### config.mk
export PLATFORM = sky130hd
export DESIGN_NAME = uart_cmd_parser
export DESIGN_NICKNAME = d
export VERILOG_FILES = /design/src/rtl/uart_cmd_parser.sv
export SDC_FILE = /design/constraint.sdc
export NUM_CORES = 1
export LEC_CHECK = 0
export BUFFER_PORTS_ARGS = -buffer_cell sky130_fd_sc_hd__buf_2
export CAP_MARGIN = 20
export CORE_MARGIN = 1
export CORE_UTILIZATION = 60
export CTS_CLUSTER_SIZE = 40
export DETAILED_ROUTE_END_ITERATION = 16
export GPL_TIMING_DRIVEN = 0
export PLACE_DENSITY = 0.81
export SYNTH_ARGS = -nofsm -noshare
export SYNTH_HDL_FRONTEND = slang
export SYNTH_SLANG_ARGS = --single-unit
export TNS_END_PERCENT = 100
### constraint.sdc
create_clock -name clk -period 5 [get_ports clk]
set_input_delay 1 -clock clk [delete_from_list [all_inputs] [get_ports clk]]
set_output_delay 1 -clock clk [all_outputs]
set_load 0.03 [all_outputs]
### src/rtl/uart_cmd_parser.sv
// -----------------------------------------------------------------------------
// uart_cmd_parser
//
// ASCII read-command parser between uart_rx and the QSPI flash read sequencer.
// Accepts commands of the form  'R' AAAAAA LL <CR|LF>  (hex, either case),
// turns them into one absolute read request (BASE_ADDR + AAAAAA, LL bytes with
// 00 meaning 256) and flags malformed input or inter-character timeouts.
//
// Ports:
//   clk        in   system clock
//   rstn       in   asynchronous active-low reset
//   rx_valid   in   uart_rx holds a byte
//   rx_data    in   received byte (meaningful while rx_valid=1)
//   rx_read    out  one-cycle consume pulse back to uart_rx
//   cmd_valid  out  read request pending
//   cmd_ready  in   downstream accepts the request
//   cmd_addr   out  BASE_ADDR + parsed address (24-bit wrap)
//   cmd_len    out  byte count 1..256
//   err        out  one-cycle error strobe
//   err_code   out  0 BAD_CMD, 1 BAD_HEX, 2 NO_TERM, 3 TIMEOUT (held until next err)
// -----------------------------------------------------------------------------
module uart_cmd_parser #(
  parameter logic [23:0] BASE_ADDR = 24'h400000,
  parameter int unsigned TIMEOUT   = 32'd7_200_000
) (
  input  logic        clk,
  input  logic        rstn,
  input  logic        rx_valid,
  input  logic [7:0]  rx_data,
  output logic        rx_read,
  output logic        cmd_valid,
  input  logic        cmd_ready,
  output logic [23:0] cmd_addr,
  output logic [8:0]  cmd_len,
  output logic        err,
  output logic [1:0]  err_code
);

  typedef enum logic [2:0] {
    ST_IDLE  = 3'd0,
    ST_ADDR  = 3'd1,
    ST_LEN   = 3'd2,
    ST_TERM  = 3'd3,
    ST_ISSUE = 3'd4
  } state_t;

  localparam logic [1:0]  ERR_BAD_CMD = 2'd0;
  localparam logic [1:0]  ERR_BAD_HEX = 2'd1;
  localparam logic [1:0]  ERR_NO_TERM = 2'd2;
  localparam logic [1:0]  ERR_TIMEOUT = 2'd3;

  // The expiry compare is against TIMEOUT-1 so that the error strobe appears
  // exactly TIMEOUT cycles after the consume pulse of the last byte.
  localparam logic        TMO_EN   = (TIMEOUT != 32'd0);
  localparam logic [31:0] TMO_LAST = TIMEOUT - 32'd1;

  // Returns {valid, nibble} for an ASCII hex digit, valid=0 otherwise.
  function automatic logic [4:0] hex_decode(input logic [7:0] b);
    logic [4:0] res;
    if ((b >= 8'h30) && (b <= 8'h39)) begin
      res = {1'b1, b[3:0]};
    end else if (((b >= 8'h41) && (b <= 8'h46)) || ((b >= 8'h61) && (b <= 8'h66))) begin
      res = {1'b1, b[3:0] + 4'd9};
    end else begin
      res = 5'd0;
    end
    return res;
  endfunction

  function automatic logic is_r(input logic [7:0] b);
    return (b == 8'h52) || (b == 8'h72);
  endfunction

  function automatic logic is_eol(input logic [7:0] b);
    return (b == 8'h0D) || (b == 8'h0A);
  endfunction

  state_t      state_q, state_d;
  logic        rx_read_q, rx_read_d;
  logic        cmd_valid_q, cmd_valid_d;
  logic [23:0] cmd_addr_q, cmd_addr_d;
  logic [8:0]  cmd_len_q, cmd_len_d;
  logic        err_q, err_d;
  logic [1:0]  err_code_q, err_code_d;
  logic [23:0] addr_q, addr_d;
  logic [7:0]  len_q, len_d;
  logic [2:0]  dig_q, dig_d;
  logic [31:0] tmo_q, tmo_d;

  logic        take_s;
  logic        busy_s;
  logic        tmo_exp_s;
  logic [4:0]  hex_s;

  // Byte acceptance, parse progress and timeout status for this cycle.
  always_comb begin
    // The !rx_read_q guard keeps a byte from being taken twice while uart_rx
    // is still dropping rx_valid; in ISSUE bytes stay buffered upstream.
    take_s    = rx_valid && !rx_read_q && (state_q != ST_ISSUE);
    busy_s    = (state_q == ST_ADDR) || (state_q == ST_LEN) || (state_q == ST_TERM);
    tmo_exp_s = TMO_EN && (tmo_q == TMO_LAST);
    hex_s     = hex_decode(rx_data);
  end

  // Next-state, datapath and output computation.
  always_comb begin
    state_d     = state_q;
    rx_read_d   = take_s;
    cmd_valid_d = cmd_valid_q;
    cmd_addr_d  = cmd_addr_q;
    cmd_len_d   = cmd_len_q;
    err_d       = 1'b0;
    err_code_d  = err_code_q;
    addr_d      = addr_q;
    len_d       = len_q;
    dig_d       = dig_q;
    tmo_d       = tmo_q;

    case (state_q)
      ST_IDLE: begin
        if (take_s) begin
          if (is_r(rx_data)) begin
            addr_d  = 24'd0;
            len_d   = 8'd0;
            dig_d   = 3'd0;
            state_d = ST_ADDR;
          end else if (is_eol(rx_data) || (rx_data == 8'h20)) begin
            state_d = ST_IDLE;
          end else begin
            err_d      = 1'b1;
            err_code_d = ERR_BAD_CMD;
          end
        end else begin
          state_d = ST_IDLE;
        end
      end

      ST_ADDR, ST_LEN: begin
        if (take_s) begin
          if (hex_s[4]) begin
            if (state_q == ST_ADDR) begin
              addr_d = {addr_q[19:0], hex_s[3:0]};
              if (dig_q == 3'd5) begin
                dig_d   = 3'd0;
                state_d = ST_LEN;
              end else begin
                dig_d = dig_q + 3'd1;
              end
            end else begin
              len_d = {len_q[3:0], hex_s[3:0]};
              if (dig_q == 3'd1) begin
                dig_d   = 3'd0;
                state_d = ST_TERM;
              end else begin
                dig_d = dig_q + 3'd1;
              end
            end
          end else if (is_r(rx_data)) begin
            // A stray 'R' most likely starts a fresh command: flag the broken
            // one but resynchronise on the new start character.
            err_d      = 1'b1;
            err_code_d = ERR_BAD_HEX;
            addr_d     = 24'd0;
            len_d      = 8'd0;
            dig_d      = 3'd0;
            state_d    = ST_ADDR;
          end else begin
            err_d      = 1'b1;
            err_code_d = ERR_BAD_HEX;
            dig_d      = 3'd0;
            state_d    = ST_IDLE;
          end
        end else begin
          state_d = state_q;
        end
      end

      ST_TERM: begin
        if (take_s) begin
          if (is_eol(rx_data)) begin
            cmd_addr_d  = BASE_ADDR + addr_q;
            cmd_len_d   = (len_q == 8'd0) ? 9'd256 : {1'b0, len_q};
            cmd_valid_d = 1'b1;
            state_d     = ST_ISSUE;
          end else begin
            err_d      = 1'b1;
            err_code_d = ERR_NO_TERM;
            state_d    = ST_IDLE;
          end
        end else begin
          state_d = ST_TERM;
        end
      end

      ST_ISSUE: begin
        if (cmd_ready) begin
          cmd_valid_d = 1'b0;
          state_d     = ST_IDLE;
        end else begin
          cmd_valid_d = 1'b1;
        end
      end

      default: begin
        cmd_valid_d = 1'b0;
        dig_d       = 3'd0;
        state_d     = ST_IDLE;
      end
    endcase

    // Inter-character timer: runs only while a command is being collected
    // and no byte arrives; an accepted byte in the expiry cycle wins.
    if (busy_s && !take_s) begin
      if (tmo_exp_s) begin
        err_d      = 1'b1;
        err_code_d = ERR_TIMEOUT;
        dig_d      = 3'd0;
        state_d    = ST_IDLE;
        tmo_d      = 32'd0;
      end else begin
        tmo_d = tmo_q + 32'd1;
      end
    end else begin
      tmo_d = 32'd0;
    end
  end

  // State and output registers with asynchronous reset.
  always_ff @(posedge clk or negedge rstn) begin
    if (!rstn) begin
      state_q     <= ST_IDLE;
      rx_read_q   <= 1'b0;
      cmd_valid_q <= 1'b0;
      cmd_addr_q  <= BASE_ADDR;
      cmd_len_q   <= 9'd1;
      err_q       <= 1'b0;
      err_code_q  <= 2'd0;
      addr_q      <= 24'd0;
      len_q       <= 8'd0;
      dig_q       <= 3'd0;
      tmo_q       <= 32'd0;
    end else begin
      state_q     <= state_d;
      rx_read_q   <= rx_read_d;
      cmd_valid_q <= cmd_valid_d;
      cmd_addr_q  <= cmd_addr_d;
      cmd_len_q   <= cmd_len_d;
      err_q       <= err_d;
      err_code_q  <= err_code_d;
      addr_q      <= addr_d;
      len_q       <= len_d;
      dig_q       <= dig_d;
      tmo_q       <= tmo_d;
    end
  end

  assign rx_read   = rx_read_q;
  assign cmd_valid = cmd_valid_q;
  assign cmd_addr  = cmd_addr_q;
  assign cmd_len   = cmd_len_q;
  assign err       = err_q;
  assign err_code  = err_code_q;

endmodule

* Yosys cells after proc, flatten, opt, wreduce, memory -nomap -nowiden *
Cells that the tools add are included.

storage, ports and cells
  register bits after elaboration = 108
  input bits = 12

operators by class
  bitwise gates (word level) = 1
  $lt $le $gt $ge = 6
  mux-type cells = 66
  eq/ne operators = 19
  $add $sub $neg = 4
  reduce and logical (&&, ||, !) cells = 24

operators by type and width
  operator                                                                 count
  24-bit 2-to-1 mux                                                        5
  3-bit 2-to-1 mux                                                         22
  32-bit 2-to-1 mux                                                        2
  24-bit one-hot mux with 2 select lines                                   1
  8-bit 2-to-1 mux                                                         5
  32-bit by 1-bit adder with 32-bit output, second input constant          1
  32-bit by 23-bit equality test with 1-bit output, second input constant  1
  23-bit by 24-bit adder with 24-bit output, first input constant          1
  2-bit 2-to-1 mux                                                         9
  8-bit by 4-bit equality test with 1-bit output, second input constant    2
  8-bit by 7-bit equality test with 1-bit output, second input constant    2
  8-bit by 7-bit >= comparator with 1-bit output, second input constant    2
  8-bit by 7-bit <= comparator with 1-bit output, second input constant    2
  8-bit one-hot mux with 2 select lines                                    1
  1-bit 2-to-1 mux                                                         13
  3-bit one-hot mux with 4 select lines                                    1
  5-bit 2-to-1 mux                                                         2
  9-bit 2-to-1 mux                                                         1
  3-bit != test, second input constant                                     3
  3-bit one-hot mux with 3 select lines                                    1
  8-bit by 6-bit equality test with 1-bit output, second input constant    1
  8-bit by 6-bit >= comparator with 1-bit output, second input constant    1
  8-bit by 6-bit <= comparator with 1-bit output, second input constant    1
  8-bit logical NOT                                                        1
  other kinds (19)                                                         39

* Depth between registers and ports, before layout *
Gate-level depths: netlist of the first run.

  depth in word-level cells = 10
  depth in mapped cells = 11
  mapped depth without buffers = 8

* Least setup slack after synthesis of the first run *
Ideal clock, no wire load.

  kind = input -> register
  start = input port rx_data[0]
  end = register addr_q[16]
  stages = 11
  arrival time = 2.956 ns
  required time = 4.879 ns
  path slack = 1.923 ns
  buffers on the path = 3
  cells stage by stage = inv_1 ha_1 o21bai_4 a2111oi_4 a21o_1 buf_6 a21oi_2 or3b_1 buf_6 buf_6 a22o_1

on the way
  longest elaborated chain between the ends = 8
  elaborated cells between the ends (all ways) = 22

ends and longest elaborated chain
  what                                                                                                              line  source
  start, declared                                                                                                   29    input logic [7:0] rx_data,
  8-bit by 7-bit >= comparator with 1-bit output or 8-bit by 7-bit <= comparator with 1-bit output (tied branches)  62    end else if (((b >= 8'h41) && (b <= 8'h46)) || ((b >= 8'h61) && (b <= 8'h66))) begin
  1-bit logical AND                                                                                                 62
  1-bit logical OR                                                                                                  62
  5-bit 2-to-1 mux                                                                                                  62
  5-bit 2-to-1 mux                                                                                                  60    if ((b >= 8'h30) && (b <= 8'h39)) begin
  24-bit 2-to-1 mux                                                                                                 140   if (hex_s[4]) begin
  24-bit 2-to-1 mux                                                                                                 139   if (take_s) begin
  24-bit one-hot mux with 2 select lines                                                                            119   case (state_q)
  end signal, assigned                                                                                              250   addr_q <= addr_d;
  end, declared                                                                                                     85    logic [23:0] addr_q, addr_d;

Parallel ways exist; a longest one is shown, timed or not. The select of a mux whose other input is x is not followed.
A chain may end at the register's enable or synchronous reset.

* Worst setup path in the final report of the first run *
  start = input port rx_data[0]
  end = register addr_q[19]

Same word-level chain as after synthesis.

==> results of run 1 <==
-- worst paths after layout --
path                              start           end  slack, ns  cells after the start
max in group asynchronous          rstn      len_q[2]       3.58                      2
setup / recovery             rx_data[0]    addr_q[19]       1.96                     12
min in group asynchronous          rstn      tmo_q[1]       0.72                      1
hold / removal             cmd_addr[22]  cmd_addr[22]       0.49                      2
setup reg to reg               tmo_q[0]     tmo_q[25]       2.54                      7
hold reg to reg            cmd_addr[22]  cmd_addr[22]       0.49                      2
-- worst max-delay path: stages --
cell and delay [ns]:
buf_2 0.12, inv_1 0.11, ha_1 0.23, o21bai_4 0.09, a2111oi_4 0.50, a21o_1 0.15
buf_6 0.13, a21oi_2 0.05, or3b_1 0.36, buf_6 0.15, buf_6 0.14, a22o_1 0.24
-- power by group through the flow --
stage | logic, mW | registers [mW] | clock network [mW]
4_1_cts | 0.0640 | 0.878 | 0.555
5_1_grt | 0.0715 | 0.878 | 0.595
3_5_place_dp | 0.0638 | 0.895 | 0
6_report | 0.0629 | 0.878 | 0.544
3_3_place_gp | 0.0598 | 0.895 | 0
2_1_floorplan | 0.0235 | 0.899 | 0
-- cell usage after synthesis, drive strengths merged (3+ instances only) --
| cell | count | area share [%] |
|---|---|---|
| nor3 | 8 | 0.81 |
| and4 | 3 | 0.53 |
| o21ai | 13 | 1.3 |
| and3 | 10 | 1.3 |
| nand3 | 18 | 1.8 |
| nor2 | 46 | 3.5 |
| inv | 7 | 0.53 |
| xnor2 | 11 | 2.0 |
| xor2 | 24 | 4.3 |
| clkbuf | 13 | 0.99 |
| o221ai | 3 | 0.53 |
| mux2 | 31 | 7.1 |
| nand4 | 11 | 1.4 |
| a22o | 26 | 4.6 |
| nor4 | 8 | 1.0 |
| dfrtp | 106 | 54 |
| nand2 | 28 | 2.1 |
| nand2b | 8 | 1.0 |
| a31oi | 3 | 0.38 |
| o2bb2ai | 6 | 1.1 |
| buf | 6 | 1.1 |
| ha | 7 | 1.8 |
| a21oi | 8 | 0.89 |
-- final cells by class --
cell class                 count  area (um2)
clock buffer                   9         124
multi-input combinational    299        2090
timing repair buffer          52         278
tap                          102         128
clock inverter                 7        83.8
buffer                        19         103
sequential                   108        2710
fill                         619        2310
inverter                       7        26.3
-- per-layer routing --
metal | vias to the layer above | GRT usage (%)
met3 | 9 | 5.25
met2 | 80 | 41.7
met1 | 1761 | 32.3
met5 | - | 0
li1 | 1683 | -
met4 | 0 | 5.86
-- registers in the layout, summed over array words and instances, names as in the netlist --
| signal | cells |
|---|---|
| cmd_len | 9 |
| tmo_q | 32 |
| cmd_addr | 24 |
| len_q | 8 |
| rx_read | 1 |
| err | 1 |
| state_q | 3 |
| addr_q | 24 |
| cmd_valid | 1 |
| dig_q | 3 |
| err_code | 2 |
-- cell families after synthesis --
logic type | after synthesis | synth area share (%)
fa+ha+maj | 7 | 1.78
compound gates | 70 | 11.3
mux | 33 | 7.49
buf+inv | 26 | 2.62
flops | 108 | 54.9
xor+xnor | 35 | 6.22
simple gates | 154 | 15.7
-- through the flow --
stage / utilization (%) / setup slack (ns) / hold slack (ns) / instance area (um2) / total power, mW
after global routing: 70.6 / 1.83 / 0.513 / 5540 / 1.55
after CTS: 70.6 / 1.96 / 0.489 / 5540 / 1.50
final: 70.6 / 1.96 / 0.486 / 5540 / 1.48
after global placement: 67.5 / 1.63 / 0.460 / 5300 / 0.955
after floorplan: - / 1.92 / 0.448 / 4920 / 0.923
after detailed placement: 67.9 / 1.57 / 0.474 / 5330 / 0.959
==> impl_metrics.json, run 1 <==
{
  "drv_cap": 0,
  "clockPowerShare_pct": 36.6,
  "synth_edf_count": 0,
  "syn_nets": 452,
  "antenna_found_initial": 0,
  "drtIter0Drc": 139,
  "synth_warnings": 0,
  "cp-end-kind": "register",
  "post_drt_wl_per_cell_um": 16.0,
  "grt_max_degree": 67,
  "vias": 3533,
  "switching_share_pct": 23.6,
  "totalWireLength_um": 9660,
  "critical_path.startpoint_type": "input port",
  "wl_met1_um": 4380,
  "ir_drop_mv": 0.140,
  "switching_power_uw": 350,
  "hold_viol_final": 0,
  "antenna_left": 0,
  "cts.clk_slew.worst_paths_ns": 0.10,
  "path_max_fanout": 10,
  "p_leak_nw": 2.65,
  "initial_core_util_pct": 62.8,
  "maxSlewHeadroom_pct": 45.2,
  "area_growth_pct": 12.4,
  "grt_pass1_vias": 3460,
  "syn_area_um2": 4920,
  "postCtsHoldBufs": 0,
  "synth-async-reset-ratio_pct": 100,
  "grt_pass1_wl_um": 16400,
  "fmax_ghz": 0.329,
  "cts_tree": "yes",
  "ys_ff_latch": 108,
  "cts-htree-levels": 3,
  "cts.path.max_buffers": 2,
  "hold_class": "register to register",
  "nets": 515,
  "globalRouteOverflowTotal": 0,
  "final_common_cell": "dfrtp_1",
  "setup_tns_ns": 0,
  "top_layer": "met4",
  "setup_violations": 0,
  "rsz0062_at_grt": "false",
  "cts-resized-gates": 0,
  "gp_congestion": 0.873,
  "numCtsBuffers": 9,
  "core_area_um2": 7850,
  "power_frac_comb_pct": 4.2,
  "powerDensity_nw_per_um2": 268,
  "dpl.hpwl_um": 7010,
  "ys_types": 46,
  "fin_crit_ns": 3.04,
  "synth_ff_type": "dfrtp_1",
  "clock-sinks": 108,
  "p_int_mw": 1.13,
  "status": "finished, final reports clean",
  "slew_viol_final": 0,
  "die_h_um": 92.6,
  "std_cell_rows": 32,
  "worstPathArrival_ns": 3.29,
  "layout_common_cells": "dfrtp_1 (106), buf_2 (51), nor2_1 (46)",
  "avgViaCountPerCell": 5.86,
  "clk_latency_ns": 0.37,
  "drc": 0,
  "io_pins": 50,
  "dieArea_um2": 8570,
  "fin_cells": 603,
  "grt_usage_pct": 24.6,
  "syn_inst": 433,
  "firstDrtPassIters": 5,
  "port_buffers": 49,
  "place_inst": 587,
  "root_buffer": "clkbuf_8",
  "drive_above_1_share_pct": 22.0,
  "wl_met3_um": 336,
  "fin_skew_ns": 0.00973,
  "pwr-share-seq_pct": 59.1,
  "fin_crit_sh_pct": 60.7,
  "required_ns": 5.25,
  "avgSynthCellArea_um2": 11.4,
  "crit_type": "input port to register",
  "die_x_um": 92.6,
  "postCtsSetupBuffers": 0,
  "tightest_slew_ns": 0.822,
  "ys_seq_area_share_pct": 54.9,
  "antennaDiodeCount": 0,
  "wl_met2_um": 4870
}
Note: power is estimated with default switching activity, not from simulation.
==> run 2, diff against run 1 <==
- CORE_UTILIZATION: 60 -> 53
- PLACE_DENSITY: 0.81 -> 0.76
- clock period: 5 -> 2.7 ns (I/O delays scaled with it)
==> impl_metrics.json, run 2 (synthesized netlist as in run 1, its figures left out) <==
{
  "status": "finished, final reports clean",
  "drv_cap": 0,
  "hold_viol_final": 0,
  "rrSetupSlack_ns": 0.22,
  "io_pins": 50,
  "cts_tree": "yes",
  "path_delay_family": "compound AO/OA/AOI/OAI gates",
  "std_cell_rows": 34,
  "crit_path_top_delay_cell": "a2111oi_4",
  "r2r_cells": 7,
  "slowest_delay_ns": 0.51,
  "drive_above_1_share_pct": 22.0,
  "maxSlewHeadroom_pct": 51.1,
  "area_growth_pct": 12.7,
  "cts-resized-gates": 0,
  "firstDrtPassIters": 6,
  "layout_common_cells": "dfrtp_1 (106), buf_2 (50), nor2_1 (46)",
  "place_inst": 592,
  "crit_end": "addr_q[16]",
  "cp-startpoint": "rx_data[0]",
  "final_common_cell": "dfrtp_1",
  "grt_max_degree": 77,
  "p_leak_nw": 2.66,
  "worstPathArrival_ns": 2.83,
  "pre_cts_ws_ns": -0.251,
  "powerDensity_nw_per_um2": 497,
  "reg2reg_from": "tmo_q[0]",
  "grt_pass1_wl_um": 16300,
  "fin_skew_ns": 0.0158,
  "ir_drop_mv": 0.340,
  "avgViaCountPerCell": 5.72,
  "initial_core_util_pct": 55.7,
  "postCtsSetupBuffers": 0,
  "grt_pass1_vias": 3361,
  "fmax_ghz": 0.389,
  "antenna_found_initial": 0,
  "r2r-end": "tmo_q[21]",
  "regMostFlops": "tmo_q",
  "post_drt_wl_per_cell_um": 15.6,
  "port_buffers": 49,
  "setup_violations": 0,
  "rsz0062_at_grt": "false",
  "path_cells": "buf_2 > inv_1 > ha_1 > o21bai_4 > a2111oi_4 > a21o_1 > buf_6 > a21oi_2 > or3b_1 > buf_6 > buf_6 > a22o_1",
  "slew_viol_final": 0,
  "cts-htree-levels": 3,
  "gp_congestion": 0.856,
  "grt_usage_pct": 21.4,
  "clk_latency_ns": 0.37,
  "finalPower_mw": 2.76,
  "die_x_um": 98.4,
  "fin_crit_ns": 2.57,
  "required_ns": 2.96,
  "cp-end-kind": "register",
  "path_depth": 12,
  "postCtsHoldBufs": 0,
  "core_area_um2": 8850,
  "antennaDiodeCount": 0,
  "fin_cells": 609,
  "cp_common_cell": "buf_6",
  "globalRouteOverflowTotal": 0,
  "largest_register_ffs": 32,
  "dieArea_um2": 9680,
  "setup_tns_ns": 0,
  "vias": 3482,
  "crit_type": "input port to register",
  "path_max_fanout": 10,
  "antenna_left": 0,
  "hold_class": "input port to async pin",
  "drc": 0,
  "totalWireLength_um": 9530,
  "nets": 515,
  "cts.path.max_buffers": 2,
  "fin_ws_ns": 0.128,
  "clock-sinks": 108,
  "tightest_slew_ns": 0.726,
  "crit_buf_inv": 5,
  "critical_path.startpoint_type": "input port",
  "die_h_um": 98.4,
  "cts.clk_slew.worst_paths_ns": 0.10,
  "dpl.hpwl_um": 6860,
  "numCtsBuffers": 9,
  "fin_crit_sh_pct": 95.3,
  "hold_ws_ns": 0.0995,
  "drtIter0Drc": 174,
  "root_buffer": "clkbuf_8"
}
[run 2: report_power, final]
part | leakage (nW) | internal, mW | switching (mW)
clock | 0.106 | 0.444 | 0.570
sequential | 1.50 | 1.62 | 0.00347
combinational | 1.06 | 0.0354 | 0.0817
[run 2: layer usage]
layer  wire length (um)  vias to the layer above  global-route usage [%]
met5                  0                        -                       0
met4                170                        0                    6.77
met3                267                       12                    5.15
met2               4580                       67                    34.1
met1               4510                     1716                    29.1
li1                   -                     1687                       -
[run 2: through the flow]
stage | util [%] | cell area, um2
after global routing | 62.7 | 5550
after global placement | 60.0 | 5310
after CTS | 62.7 | 5550
after floorplan | - | 4920
after detailed placement | 60.4 | 5340
final | 62.7 | 5550
[run 2: final cells by class]
type | count | area, um2
Fill cell | 722 | 3300
Sequential cell | 108 | 2710
Multi-Input combinational cell | 299 | 2090
Timing Repair Buffer | 52 | 285
Tap cell | 108 | 135
Clock buffer | 9 | 124
Buffer | 19 | 103
Clock inverter | 7 | 81.3
Inverter | 7 | 26.3
[run 2: worst min-delay path by stage]
stage | from | endpoint | slack [ns] | cells after the start
final | rstn | tmo_q[6] | 0.1 | 1
after global routing | rstn | tmo_q[5] | 0.12 | 1
after CTS | rstn | tmo_q[12] | 0.11 | 1
after detailed placement | cmd_len[8] | cmd_len[8] | 0.47 | 2
after global placement | cmd_len[8] | cmd_len[8] | 0.46 | 2
after floorplan | rstn | addr_q[0] | 0.24 | 0
